[src/rtl/arb_pkg.sv]
// ---------------------------------------------------------------------------
// arb_pkg
// Shared definitions for the eight-way round-robin arbiter.
//   ARB_N       : number of requesters (8)
//   ARB_W       : width of a requester index (3)
//   arb_state_t : arbiter FSM states (IDLE, GRANT)
//   onehot()    : converts a requester index to its one-hot grant vector
// ---------------------------------------------------------------------------
package arb_pkg;

  localparam int ARB_N = 8;
  localparam int ARB_W = 3;

  typedef enum logic {
    IDLE  = 1'b0,
    GRANT = 1'b1
  } arb_state_t;

  // Turns a requester index into the matching single-bit grant vector.
  function automatic logic [ARB_N-1:0] onehot(input logic [ARB_W-1:0] idx);
    logic [ARB_N-1:0] vec;
    vec      = '0;
    vec[idx] = 1'b1;
    return vec;
  endfunction

endpackage

[src/rtl/rr_arbiter8_prio_enc8.sv]
// ---------------------------------------------------------------------------
// prio_enc8
// Combinational lowest-set-bit priority encoder for an 8-bit vector.
//   in  [7:0] : vector to encode
//   pos [2:0] : index of the lowest set bit of in (0 when in is all zeros)
//   any       : in has at least one bit set
// ---------------------------------------------------------------------------
module prio_enc8
  import arb_pkg::*;
(
  input  logic [ARB_N-1:0] in,
  output logic [ARB_W-1:0] pos,
  output logic             any
);

  // Scanning from the top down lets the lowest set bit overwrite any higher
  // one, so the last match wins and pos settles on the lowest index.
  always_comb begin
    pos = '0;
    any = |in;
    for (int i = ARB_N - 1; i >= 0; i--) begin
      if (in[i]) begin
        pos = ARB_W'(i);
      end
    end
  end

endmodule

[src/rtl/rr_arbiter8.sv]
// ---------------------------------------------------------------------------
// rr_arbiter8
// Eight-requester round-robin arbiter with a per-grant hold-time limit.
// A grant is held until the winner raises done, drops its request, or has
// held the resource for MAX_HOLD cycles. Every release is followed by one
// idle cycle before the next arbitration.
//   clk       : rising-edge clock
//   rst_n     : synchronous active-low reset
//   req [7:0] : request lines, bit i belongs to client i
//   done      : current grantee is finished (ignored while idle)
//   gnt [7:0] : one-hot grant, all zeros when nothing is granted
//   gnt_id    : index of the granted client, 0 when nothing is granted
//   gnt_valid : a grant is active
//   timeout   : one-cycle pulse when a grant hit the hold limit
// ---------------------------------------------------------------------------
module rr_arbiter8
  import arb_pkg::*;
#(
  parameter int N        = 8,
  parameter int MAX_HOLD = 16
) (
  input  logic             clk,
  input  logic             rst_n,
  input  logic [N-1:0]     req,
  input  logic             done,
  output logic [N-1:0]     gnt,
  output logic [ARB_W-1:0] gnt_id,
  output logic             gnt_valid,
  output logic             timeout
);

  localparam int HW = (MAX_HOLD > 1) ? $clog2(MAX_HOLD) : 1;
  localparam logic [HW-1:0] HOLD_LAST = HW'(MAX_HOLD - 1);

  arb_state_t       state_q, state_d;
  logic [ARB_W-1:0] ptr_q, ptr_d;
  logic [HW-1:0]    hold_cnt_q, hold_cnt_d;
  logic [N-1:0]     gnt_q, gnt_d;
  logic [ARB_W-1:0] gnt_id_q, gnt_id_d;
  logic             gnt_valid_q, gnt_valid_d;
  logic             timeout_q, timeout_d;

  logic [ARB_N-1:0] rot;
  logic [ARB_W-1:0] rot_pos;
  logic             rot_any;
  logic [ARB_W-1:0] winner;
  logic             client_release;
  logic             hold_expired;

  // Rotate the requests right by the pointer so that the client at ptr
  // lands in bit 0; the 3-bit index sum wraps naturally around the ring.
  always_comb begin
    rot = '0;
    for (int i = 0; i < ARB_N; i++) begin
      rot[i] = req[ARB_W'(i) + ptr_q];
    end
  end

  prio_enc8 u_prio_enc8 (
    .in  (rot),
    .pos (rot_pos),
    .any (rot_any)
  );

  // Undo the rotation: the encoder position is relative to ptr.
  assign winner = rot_pos + ptr_q;

  // A client-initiated release takes precedence over the hold limit, so a
  // timeout is only reported when the grantee did not give up on its own.
  assign client_release = done | ~req[gnt_id_q];
  assign hold_expired   = (hold_cnt_q == HOLD_LAST);

  // Next-state logic: arbitrate in IDLE, hold and count in GRANT, and on
  // release advance the pointer past the grantee and clear the outputs.
  always_comb begin
    state_d     = state_q;
    ptr_d       = ptr_q;
    hold_cnt_d  = hold_cnt_q;
    gnt_d       = gnt_q;
    gnt_id_d    = gnt_id_q;
    gnt_valid_d = gnt_valid_q;
    timeout_d   = 1'b0;

    unique case (state_q)
      IDLE: begin
        hold_cnt_d  = '0;
        gnt_d       = '0;
        gnt_id_d    = '0;
        gnt_valid_d = 1'b0;
        if (rot_any) begin
          gnt_d       = onehot(winner);
          gnt_id_d    = winner;
          gnt_valid_d = 1'b1;
          state_d     = GRANT;
        end
      end
      GRANT: begin
        if (client_release || hold_expired) begin
          state_d     = IDLE;
          ptr_d       = gnt_id_q + ARB_W'(1);
          hold_cnt_d  = '0;
          gnt_d       = '0;
          gnt_id_d    = '0;
          gnt_valid_d = 1'b0;
          timeout_d   = hold_expired & ~client_release;
        end else begin
          hold_cnt_d = hold_cnt_q + HW'(1);
        end
      end
      default: begin
        state_d = IDLE;
      end
    endcase
  end

  // State and output registers; reset returns everything to idle with the
  // pointer at client 0 and no completion or timeout reported.
  always_ff @(posedge clk) begin
    if (!rst_n) begin
      state_q     <= IDLE;
      ptr_q       <= '0;
      hold_cnt_q  <= '0;
      gnt_q       <= '0;
      gnt_id_q    <= '0;
      gnt_valid_q <= 1'b0;
      timeout_q   <= 1'b0;
    end else begin
      state_q     <= state_d;
      ptr_q       <= ptr_d;
      hold_cnt_q  <= hold_cnt_d;
      gnt_q       <= gnt_d;
      gnt_id_q    <= gnt_id_d;
      gnt_valid_q <= gnt_valid_d;
      timeout_q   <= timeout_d;
    end
  end

  assign gnt       = gnt_q;
  assign gnt_id    = gnt_id_q;
  assign gnt_valid = gnt_valid_q;
  assign timeout   = timeout_q;

endmodule

[config.mk]
export PLATFORM = sky130hd
export DESIGN_NAME = rr_arbiter8
export DESIGN_NICKNAME = d
export VERILOG_FILES = /design/src/rtl/arb_pkg.sv /design/src/rtl/rr_arbiter8_prio_enc8.sv /design/src/rtl/rr_arbiter8.sv
export SDC_FILE = /design/constraint.sdc
export NUM_CORES = 1
export LEC_CHECK = 0
export ABC_AREA = 1
export CORE_MARGIN = 4
export CORE_UTILIZATION = 30
export DETAILED_ROUTE_END_ITERATION = 12
export PLACE_DENSITY = 0.57
export RECOVER_POWER = 50
export SKIP_LAST_GASP = 1
export SLEW_MARGIN = 20
export SYNTH_ARGS = -nofsm -noshare
export SYNTH_HDL_FRONTEND = slang
export SYNTH_SLANG_ARGS = --single-unit
[constraint.sdc]
create_clock -name clk -period 3.3 [get_ports clk]
set_input_delay 0.99 -clock clk [delete_from_list [all_inputs] [get_ports clk]]
set_output_delay 0.99 -clock clk [all_outputs]
set_load 0.05 [all_outputs]
======== Yosys cells after proc, flatten, opt, wreduce, memory -nomap -nowiden ========
Index checks and enable logic that the tools add are counted.
storage, ports and cells
  word-level logic and storage cells ...... 81
  register bits after elaboration ......... 21
  output and inout bits ................... 13
  input port bits ......................... 11
operators by class
  equal/unequal tests ..................... 2
  reductions and logical operators ........ 5
  muxes and demuxes ....................... 41
  magnitude comparators ................... 11
  add/subtract/negate cells ............... 10
  bitwise gates (word level) .............. 5
operator list
  operator                                                                      count
  3-bit by 4-bit less-than comparator with 1-bit output, second input constant  10
  3-bit two-way mux                                                             10
  1-bit binary-select mux with 3-bit select                                     9
  8-bit two-way mux                                                             2
  8-bit one-hot mux with 2 select lines                                         1
  1-bit two-way mux                                                             13
  3-bit adder, first input constant                                             4
  4-bit one-hot mux with 2 select lines                                         1
  8-bit OR reduction                                                            1
  2-bit by 3-bit adder with 3-bit output, first input constant                  2
  3-bit one-hot mux with 2 select lines                                         1
  4-bit by 1-bit adder with 4-bit output, second input constant                 1
  4-bit equality test, second input constant                                    1
  4-bit two-way mux                                                             1
  1-bit one-hot mux with 2 select lines                                         2
  1-bit by 3-bit adder with 3-bit output, first input constant                  1
  3-bit by 1-bit adder with 3-bit output, second input constant                 1
  3-bit adder                                                                   1
  1-bit demux with 3-bit select                                                 1
  3-bit by 1-bit >= comparator with 1-bit output, second input constant         1
  1-bit inverter                                                                3
  3-bit AND reduction                                                           1
  2-bit by 1-bit != test with 1-bit output, second input constant               1
  2-bit AND reduction                                                           1
  4 further kinds                                                               4

======== Logic depth before layout (Yosys ltp) ========
Gate-level depths: netlist of the first run.
  depth after elaboration ................. 18
  mapped depth ............................ 20
  depth with buffers taken out ............ 19

======== Cells and area by module ========
Synthesis of the first run repeated with hierarchy kept, for this count alone.
second synthesis, totals
  cells, all modules ...................... 236
  area total of the unflattened synthesis .. 1481.4 um^2
by module, submodules not included
  module       sequential area each (um^2)  area each (um^2)  cells each  instances
  rr_arbiter8  420.4                        1382.6            214         1
  prio_enc8    0.0                          98.8              22          1

======== Worst setup path before layout of the first run ========
Ideal clock, no wire load.
  kind .................................... input to register
  from .................................... input req[1]
  to ...................................... register gnt_q[0], in the netlist gnt[0]
  slack ................................... 236 ps
  library setup time ...................... 114 ps
  buffers on the path ..................... 0
  data arrival time ....................... 2950 ps
  required time ........................... 3186 ps
  cell stages on the path ................. 18
  cells stage by stage .................... nand2_1 -> nand3_1 -> nand2_1 -> nand2_1 -> nand2_1 -> a21oi_1 -> o21ai_0 -> nand2_1 -> a21boi_0 -> ha_1 -> inv_1 -> fa_1 -> xor2_1 -> inv_1 -> nand3_4 -> nand2_4 -> nand3_1 -> nand2_1
between the ends
  cells in the longest elaborated chain, start to end .. 17
  elaborated cells between the ends (all ways) .. 39
  those cells by class .................... 1 x add/sub; 2 x order compare; 1 x eq/ne; 30 x mux; 2 x bitwise; 3 x reduce/logical
RTL lines
  element                                                                                                                                        RTL line                     text
  start, declared                                                                                                                                rr_arbiter8.sv:24            input logic [N-1:0] req,
  1-bit binary-select mux with 3-bit select                                                                                                      rr_arbiter8.sv:55            rot[i] = req[ARB_W'(i) + ptr_q];
  1-bit two-way mux (implied by the code)                                                                                                        rr_arbiter8.sv:55
  3-bit two-way mux (8 in series)                                                                                                                rr_arbiter8_prio_enc8.sv:22  if (in[i]) begin
  3-bit adder                                                                                                                                    rr_arbiter8.sv:66            assign winner = rot_pos + ptr_q;
  3-bit by 4-bit less-than comparator with 1-bit output (implied by the code) or 3-bit by 1-bit >= comparator with 1-bit output (tied branches)  arb_pkg.sv:23                vec[idx] = 1'b1;
  1-bit logical AND (implied by the code)                                                                                                        arb_pkg.sv:23
  1-bit two-way mux (implied by the code)                                                                                                        arb_pkg.sv:23
  1-bit demux with 3-bit select                                                                                                                  arb_pkg.sv:23
  8-bit two-way mux                                                                                                                              rr_arbiter8.sv:90            if (rot_any) begin
  8-bit one-hot mux with 2 select lines                                                                                                          rr_arbiter8.sv:84            unique case (state_q)
  end signal, assigned                                                                                                                           rr_arbiter8.sv:131           gnt_q <= gnt_d;
  end, declared                                                                                                                                  rr_arbiter8.sv:38            logic [N-1:0] gnt_q, gnt_d;
Several ways; a longest one is shown, not always the timed one. The select of a mux whose other input is x is not followed.
A chain may end at the register's enable or synchronous reset.

======== Worst setup path in the final report of the first run ========
Ends and elaborated chain as after synthesis.

==> metrics.cfg, run 1 <==
[layout]
layout.cells.non_filler=341
post-route-util_pct=41.9
finalNetCount=292
final_area_sq_mm=0.00203
area_growth_pct=31.2
drive_above_1_share_pct=19.0
antenna_cells=0

[drt]
post-route-drc-count=0
via_count=1535
via_per_inst=4.50
drtPass1Iterations=4
routed_wl_um=3740
wl_per_cell_um=11.0
ant_nets=0
drtIter0Drc=52

[placement]
placed_cells=333
routabilityCongestion=0.817
port_buffers=23
hpwl_um=3040
placed_cell_area_sq_mm=0.00194

[clock_tree]
clk_pin_slew_worst_paths_ps=80
clockBufferDepth=2
cts_tree=yes
cts.sinks=21
clock-root-buffer=clkbuf_8
cts_max_level=1
cts-buffers-inserted=3
clk_latency_ps=260

[timing]
setup_tns_ps=0
final-setup-viol-count=0
hold_viol=0
report.final.slew_viol_count=0
max_freq_mhz=321
clock_skew_ps=7.19
timing.slew.headroom_pct=57.8
post-route-period-util_pct=94.5
worst_pin_slew_ps=632
fin_crit_ps=3120

[synth]
yosysSeqAreaShare_pct=27.1
syn_nets=249
synth.cell_area_sq_mm=0.00155
syn_avg_cell_area_sq_um=6.68
synth_cell_type_count=31
syn-instance-count=232
ys_warn_count=0
ys_seq_elements=21

[die]
die_area_sq_mm=0.00638
core.rowCount=25
start_util_pct=32.0
fp.dieH_um=79.9
pin_count=24
core_area_sq_mm=0.00485
die_w_um=79.9

[hold_path]
hp-class=reg -> reg
holdPathStages=1
hp-start=hold_cnt_q[0]$_SDFF_PP0_
hold_end=hold_cnt_q[0]$_SDFF_PP0_

[worst_setup_path]
timing.rr.end=gnt[0]$_SDFFE_PN0P_
r2r_setup_slack_ps=300
worstReg2RegStart=ptr_q[0]$_SDFFE_PN0P_
cp-start-kind=input pin
crit_arrival_ps=3280
path_class=in -> reg
reg2reg_depth=19
critPathRequiredTime_ps=3460
cp_max_fo=5
crit_path_end_kind=flip-flop

[global_route]
grt_pass1_vias=1548
grt_pass1_wl_um=6630
antenna_found_initial=0
grt_max_degree=12
grt_overflow=0
track_usage_pct=12.8

[outcome]
status=completed

[run]
cap_viol_max_count=0

[pwr]
p_leak_uw=0.000974
power_uw=1970
p_per_area_mw_per_mm2=969
peakVddDrop_v=0.000444

synthesized netlist by cell type:
library cell	count	area, sq um
a21boi_0	1	7.51
a21oi_1	4	20.0
buf_2	1	5.00
buf_4	1	7.51
buf_6	2	22.5
dfxtp_1	21	420
fa_1	1	20.0
ha_1	5	62.6
inv_1	22	82.6
inv_2	1	3.75
inv_6	1	8.76
nand2_1	73	274
nand2_2	7	43.8
nand2_4	3	33.8
nand3_1	38	190
nand3_2	2	20.0
nand3_4	1	17.5
nand4_1	1	6.26
nor2_1	19	71.3
nor2_2	1	6.26
nor2_8	1	20.0
nor3_1	1	5.00
nor3b_1	1	7.51
o211ai_1	1	7.51
o21ai_0	6	30.0
o21bai_1	5	37.5
o22ai_1	2	12.5
o22ai_2	1	12.5
xnor2_1	4	35.0
xor2_1	3	26.3
xor2_2	2	32.5
critical path, cell delays in order:
cell and delay, ps:
dlygate4sd2_1 280, nand2_1 110, buf_4 110, nand3_1 90, nand3_1 80, nand2_1 80, o21ai_1 130, nand2_1 70
a21boi_2 140, ha_2 170, inv_1 50, fa_2 350, xor2_2 160, buf_4 170, nand2_4 80, nand2_4 60
nand3_1 90, nand2_1 50
cell families (layout without fill, tap and decap cells):
kind of cell | after synthesis | in the layout | share of synthesized area (%)
xor+xnor | 9 | 9 | 6.05
compound gates | 20 | 20 | 8.23
fa+ha+maj | 6 | 6 | 5.33
simple gates | 148 | 148 | 44.9
buf+inv | 28 | 70 | 8.39
flops | 21 | 21 | 27.1
power by group:
| part | switching (uW) | internal, uW |
|---|---|---|
| registers | 69.5 | 310 |
| logic | 844 | 578 |
| clock network | 82.2 | 86.1 |
area by class of cell:
type                            count  area [sq um]
Clock buffer                        4          45.0
Fill cell                         544          2820
Inverter                           24          95.1
Multi-Input combinational cell    183          1030
Sequential cell                    21           420
Tap cell                           67          83.8
Timing Repair Buffer               42           355
cell usage in the layout, fill, tap and decap left out, types with 5 or more instances in the layout:
cell type | netlist | final
nand2_2 | 7 | 10
dlygate4sd2_1 | 0 | 7
inv_1 | 22 | 21
o21bai_1 | 5 | 5
nor2_1 | 19 | 19
dlygate4sd3_1 | 0 | 9
nand3_1 | 38 | 36
clkdlybuf4s50_1 | 0 | 6
nand2_1 | 73 | 70
o21ai_0 | 6 | 5
buf_4 | 1 | 17
dfxtp_1 | 21 | 21
per-layer routing:
layer	GRT usage, %	part of all wire [%]	vias up
met4	4.73	1.4	0
li1	-	-	825
met5	0	0	-
met2	21.6	47	19
met1	16.6	49	686
met3	1.24	2.0	5
through the flow:
step | setup WS, ps | hold slack, ps
after floorplan | 236 | 418
after global placement | -439 | 433
after detailed placement | -440 | 442
after CTS | 141 | 458
after global routing | -23.9 | 469
final | 181 | 455
state kept, by name (all words and copies together), names as in the netlist:
name and count:
gnt 8, hold_cnt_q 4, gnt_id 3, ptr_q 3, gnt_valid 1, state_q 1
timeout 1
worst max path at each step:
stage	from	end	slack, ps	depth (start not counted)
after global placement	req[7]	gnt[0]$_SDFFE_PN0P_	-440	18
after floorplan	req[1]	gnt[0]$_SDFFE_PN0P_	240	18
after global routing	req[2]	gnt[0]$_SDFFE_PN0P_	-20	19
final	req[1]	gnt[0]$_SDFFE_PN0P_	180	18
after CTS	req[7]	gnt[0]$_SDFFE_PN0P_	140	19
after detailed placement	req[7]	gnt[0]$_SDFFE_PN0P_	-440	18
what timing repair did:
item / in CTS / in global routing
hold buffers: 0 / 0
resized for setup: 12 / 10
cloned: 0 / 0
endpoints found under the setup margin: 9 / 9
pin swaps: 5 / 4
buffers inserted: 2 / 2
(Power assumes the default switching activity.)
==> inputs of run 2 (changes only) <==
--- a/config.mk
+++ b/config.mk
@@ -8,7 +8,9 @@
 export ABC_AREA = 1
 export CORE_MARGIN = 4
 export CORE_UTILIZATION = 30
+export CTS_BUF_LIST = sky130_fd_sc_hd__clkbuf_4 sky130_fd_sc_hd__clkbuf_8
 export DETAILED_ROUTE_END_ITERATION = 12
+export GPL_TIMING_DRIVEN = 0
 export PLACE_DENSITY = 0.57
 export RECOVER_POWER = 50
 export SKIP_LAST_GASP = 1
==> constraint.sdc (replaced) <==
create_clock -name clk -period 3.3 [get_ports clk]
set_input_delay 0.99 -clock clk [delete_from_list [all_inputs] [get_ports clk]]
set_output_delay 0.99 -clock clk [all_outputs]
set_load 0.005 [all_outputs]
==> run 2 against run 1 <==
Against the previous run: non-clock buffer count fell by 13; worst setup slack improved by 25 ps; global-route usage shrank 0.40 points; highest routed layer unchanged; via count fell by 0.46%; fmax grew 0.80%.
==> metrics.cfg, run 2 (synthesis gave the netlist of run 1 again) <==
[outcome]
status=completed

[clock_tree]
cts_tree=yes
cts.sinks=21  ; unchanged
clk_pin_slew_worst_paths_ps=70  ; about the same
cts_hold_buf=0  ; unchanged
clock-root-buffer=clkbuf_8
clk_latency_ps=260  ; about the same
cts-buffers-inserted=3  ; unchanged
cts_max_level=1  ; unchanged
clockBufferDepth=2  ; unchanged

[worst_setup_path]
critPathRequiredTime_ps=3460  ; about the same
cp_max_fo=5  ; unchanged
crit_path_cell_trace=dlygate4sd2_1, nand2_1, nand3_1, nand2_1, nand2_1, nand2_1, a21oi_1, o21ai_1, nand2_1, a21boi_2, ha_1, inv_1, fa_2, xor2_2, buf_4, nand2_4, nand2_4, nand3_1, nand2_1
cp_top_family=simple AND/OR/NAND/NOR gates
crit_path_end_kind=flip-flop
crit_buf_inv=3  ; -1
cpPeakStageDelay_ps=350  ; about the same
r2r_setup_slack_ps=320  ; +20 ps
cp-start-kind=input pin
cpMostUsedCell=nand2_1
crit_arrival_ps=3250  ; -30 ps
path_class=in -> reg
critPathSlowestCell=fa_2

[placement]
routabilityCongestion=0.812  ; -0.61%
placed_cells=322  ; -3.3%
hpwl_um=3000  ; -1.2%
port_buffers=23  ; unchanged
place_ws_ps=-580  ; -140 ps
placed_cell_area_sq_mm=0.00186  ; -4.0%

[timing]
setup_tns_ps=0  ; unchanged
timing.slew.headroom_pct=68.8  ; +11 points
max_freq_mhz=323  ; +0.80%
clock_skew_ps=2.07  ; -5.12 ps
hold_viol=0  ; unchanged
worst_pin_slew_ps=467  ; -164 ps
fin_crit_ps=3090  ; -24.8 ps
report.final.slew_viol_count=0  ; unchanged
finalWorstSetupSlack_ps=205  ; +24.8 ps
final-setup-viol-count=0  ; unchanged
post-route-period-util_pct=93.8  ; -0.75 points

[drt]
drtIter0Drc=86  ; +65%
via_per_inst=4.66  ; +3.5%
drtPass1Iterations=4  ; unchanged
wl_per_cell_um=11.1  ; +1.3%
via_count=1528  ; -0.46%
routed_wl_um=3640  ; -2.5%
post-route-drc-count=0  ; unchanged
ant_nets=0  ; unchanged

[layout]
antenna_cells=0  ; unchanged
mostFrequentLayoutCells=nand2_1, nand3_1, inv_1, dfxtp_1, nor2_1
area_growth_pct=29.1
layout.cells.non_filler=328  ; -3.8%
n_fill_cell=520  ; -4.4%
largest_reg_flops=8  ; unchanged
drive_above_1_share_pct=16.9  ; -2.1 points
layout_commonest_cell=nand2_1
finalNetCount=279  ; -4.5%
final_area_sq_mm=0.00200  ; -1.6%

[die]
core_area_sq_mm=0.00485  ; unchanged
die_w_um=79.9  ; unchanged
die_area_sq_mm=0.00638  ; unchanged
start_util_pct=32.0  ; unchanged
fp.dieH_um=79.9  ; unchanged
pin_count=24  ; unchanged
core.rowCount=25  ; unchanged

[pwr]
peakVddDrop_v=0.000337  ; -24%
p_per_area_mw_per_mm2=841  ; -13%
p_leak_uw=0.000979  ; +0.47%

[run]
cap_viol_max_count=0  ; unchanged

[global_route]
grt_overflow=0  ; unchanged
grt_max_degree=12  ; unchanged
grt_pass1_wl_um=6410  ; -3.3%
track_usage_pct=12.4  ; -0.40 points
antenna_found_initial=0  ; unchanged
grt_pass1_vias=1475  ; -4.7%

[hold_path]
hp-class=reg -> reg

-- run 2: cell count changes in the layout (fill, tap and decap cells not counted), moves of 2 or more --
cell            change
buf_4              -14
dlymetal6s2s_1      +6
dlygate4sd2_1       -5
nand2_1             -3
nand2_2             +3
buf_6               +2
nand3_1             -2
nand3_2             +2
-- run 2: per-stage QoR --
stage / utilization [%] / hold slack [ps] / total power, uW
after floorplan: - / 418 / 1180
after global placement: 38.5 / 432 / 1450
after detailed placement: 38.5 / 445 / 1450
after CTS: 39.9 / 456 / 1670
after global routing: 41.3 / 475 / 1870
final: 41.3 / 451 / 1680
-- run 2: path summary, 6_finish.rpt --
| path | from | to | cells past startpoint |
|---|---|---|---|
| worst max-delay path | req[7] | gnt[0]$_SDFFE_PN0P_ | 19 |
| worst max register to register | ptr_q[1]$_SDFFE_PN0P_ | gnt[0]$_SDFFE_PN0P_ | 20 |
| worst min-delay path | hold_cnt_q[0]$_SDFF_PP0_ | hold_cnt_q[0]$_SDFF_PP0_ | 1 |
| worst min register to register | hold_cnt_q[0]$_SDFF_PP0_ | hold_cnt_q[0]$_SDFF_PP0_ | 1 |
-- run 2: layout make-up --
class | instances | area (sq um) | area share (%)
timing repair buffer | 25 | 258 | 12.9
buffer | 4 | 33.8 | 1.69
clock buffer | 4 | 48.8 | 2.44
sequential | 21 | 420 | 21.0
multi-input combinational | 183 | 1060 | 53.0
tap | 67 | 83.8 | 4.19
inverter | 24 | 95.1 | 4.75
-- run 2: power breakdown --
group          internal (uW)  switching (uW)  leakage [uW]
combinational            446             704      0.000781
sequential               310            48.9      0.000171
clock                   94.2            80.8     0.0000262
-- run 2: repair_timing --
item                       in CTS  in global routing
resized for setup               8                 18
setup endpoints to repair       9                  9
setup buffers                   1                  1
hold endpoints to repair        0                  0
pin swaps                       1                  4
-- run 2: layer usage --
metal / vias up / GRT usage [%] / share of wire, %
met5: - / 0 / 0
met4: 0 / 3.89 / 1.5
met3: 7 / 1.58 / 2.9
met2: 25 / 21.2 / 48
met1: 695 / 15.9 / 47
li1: 801 / - / -
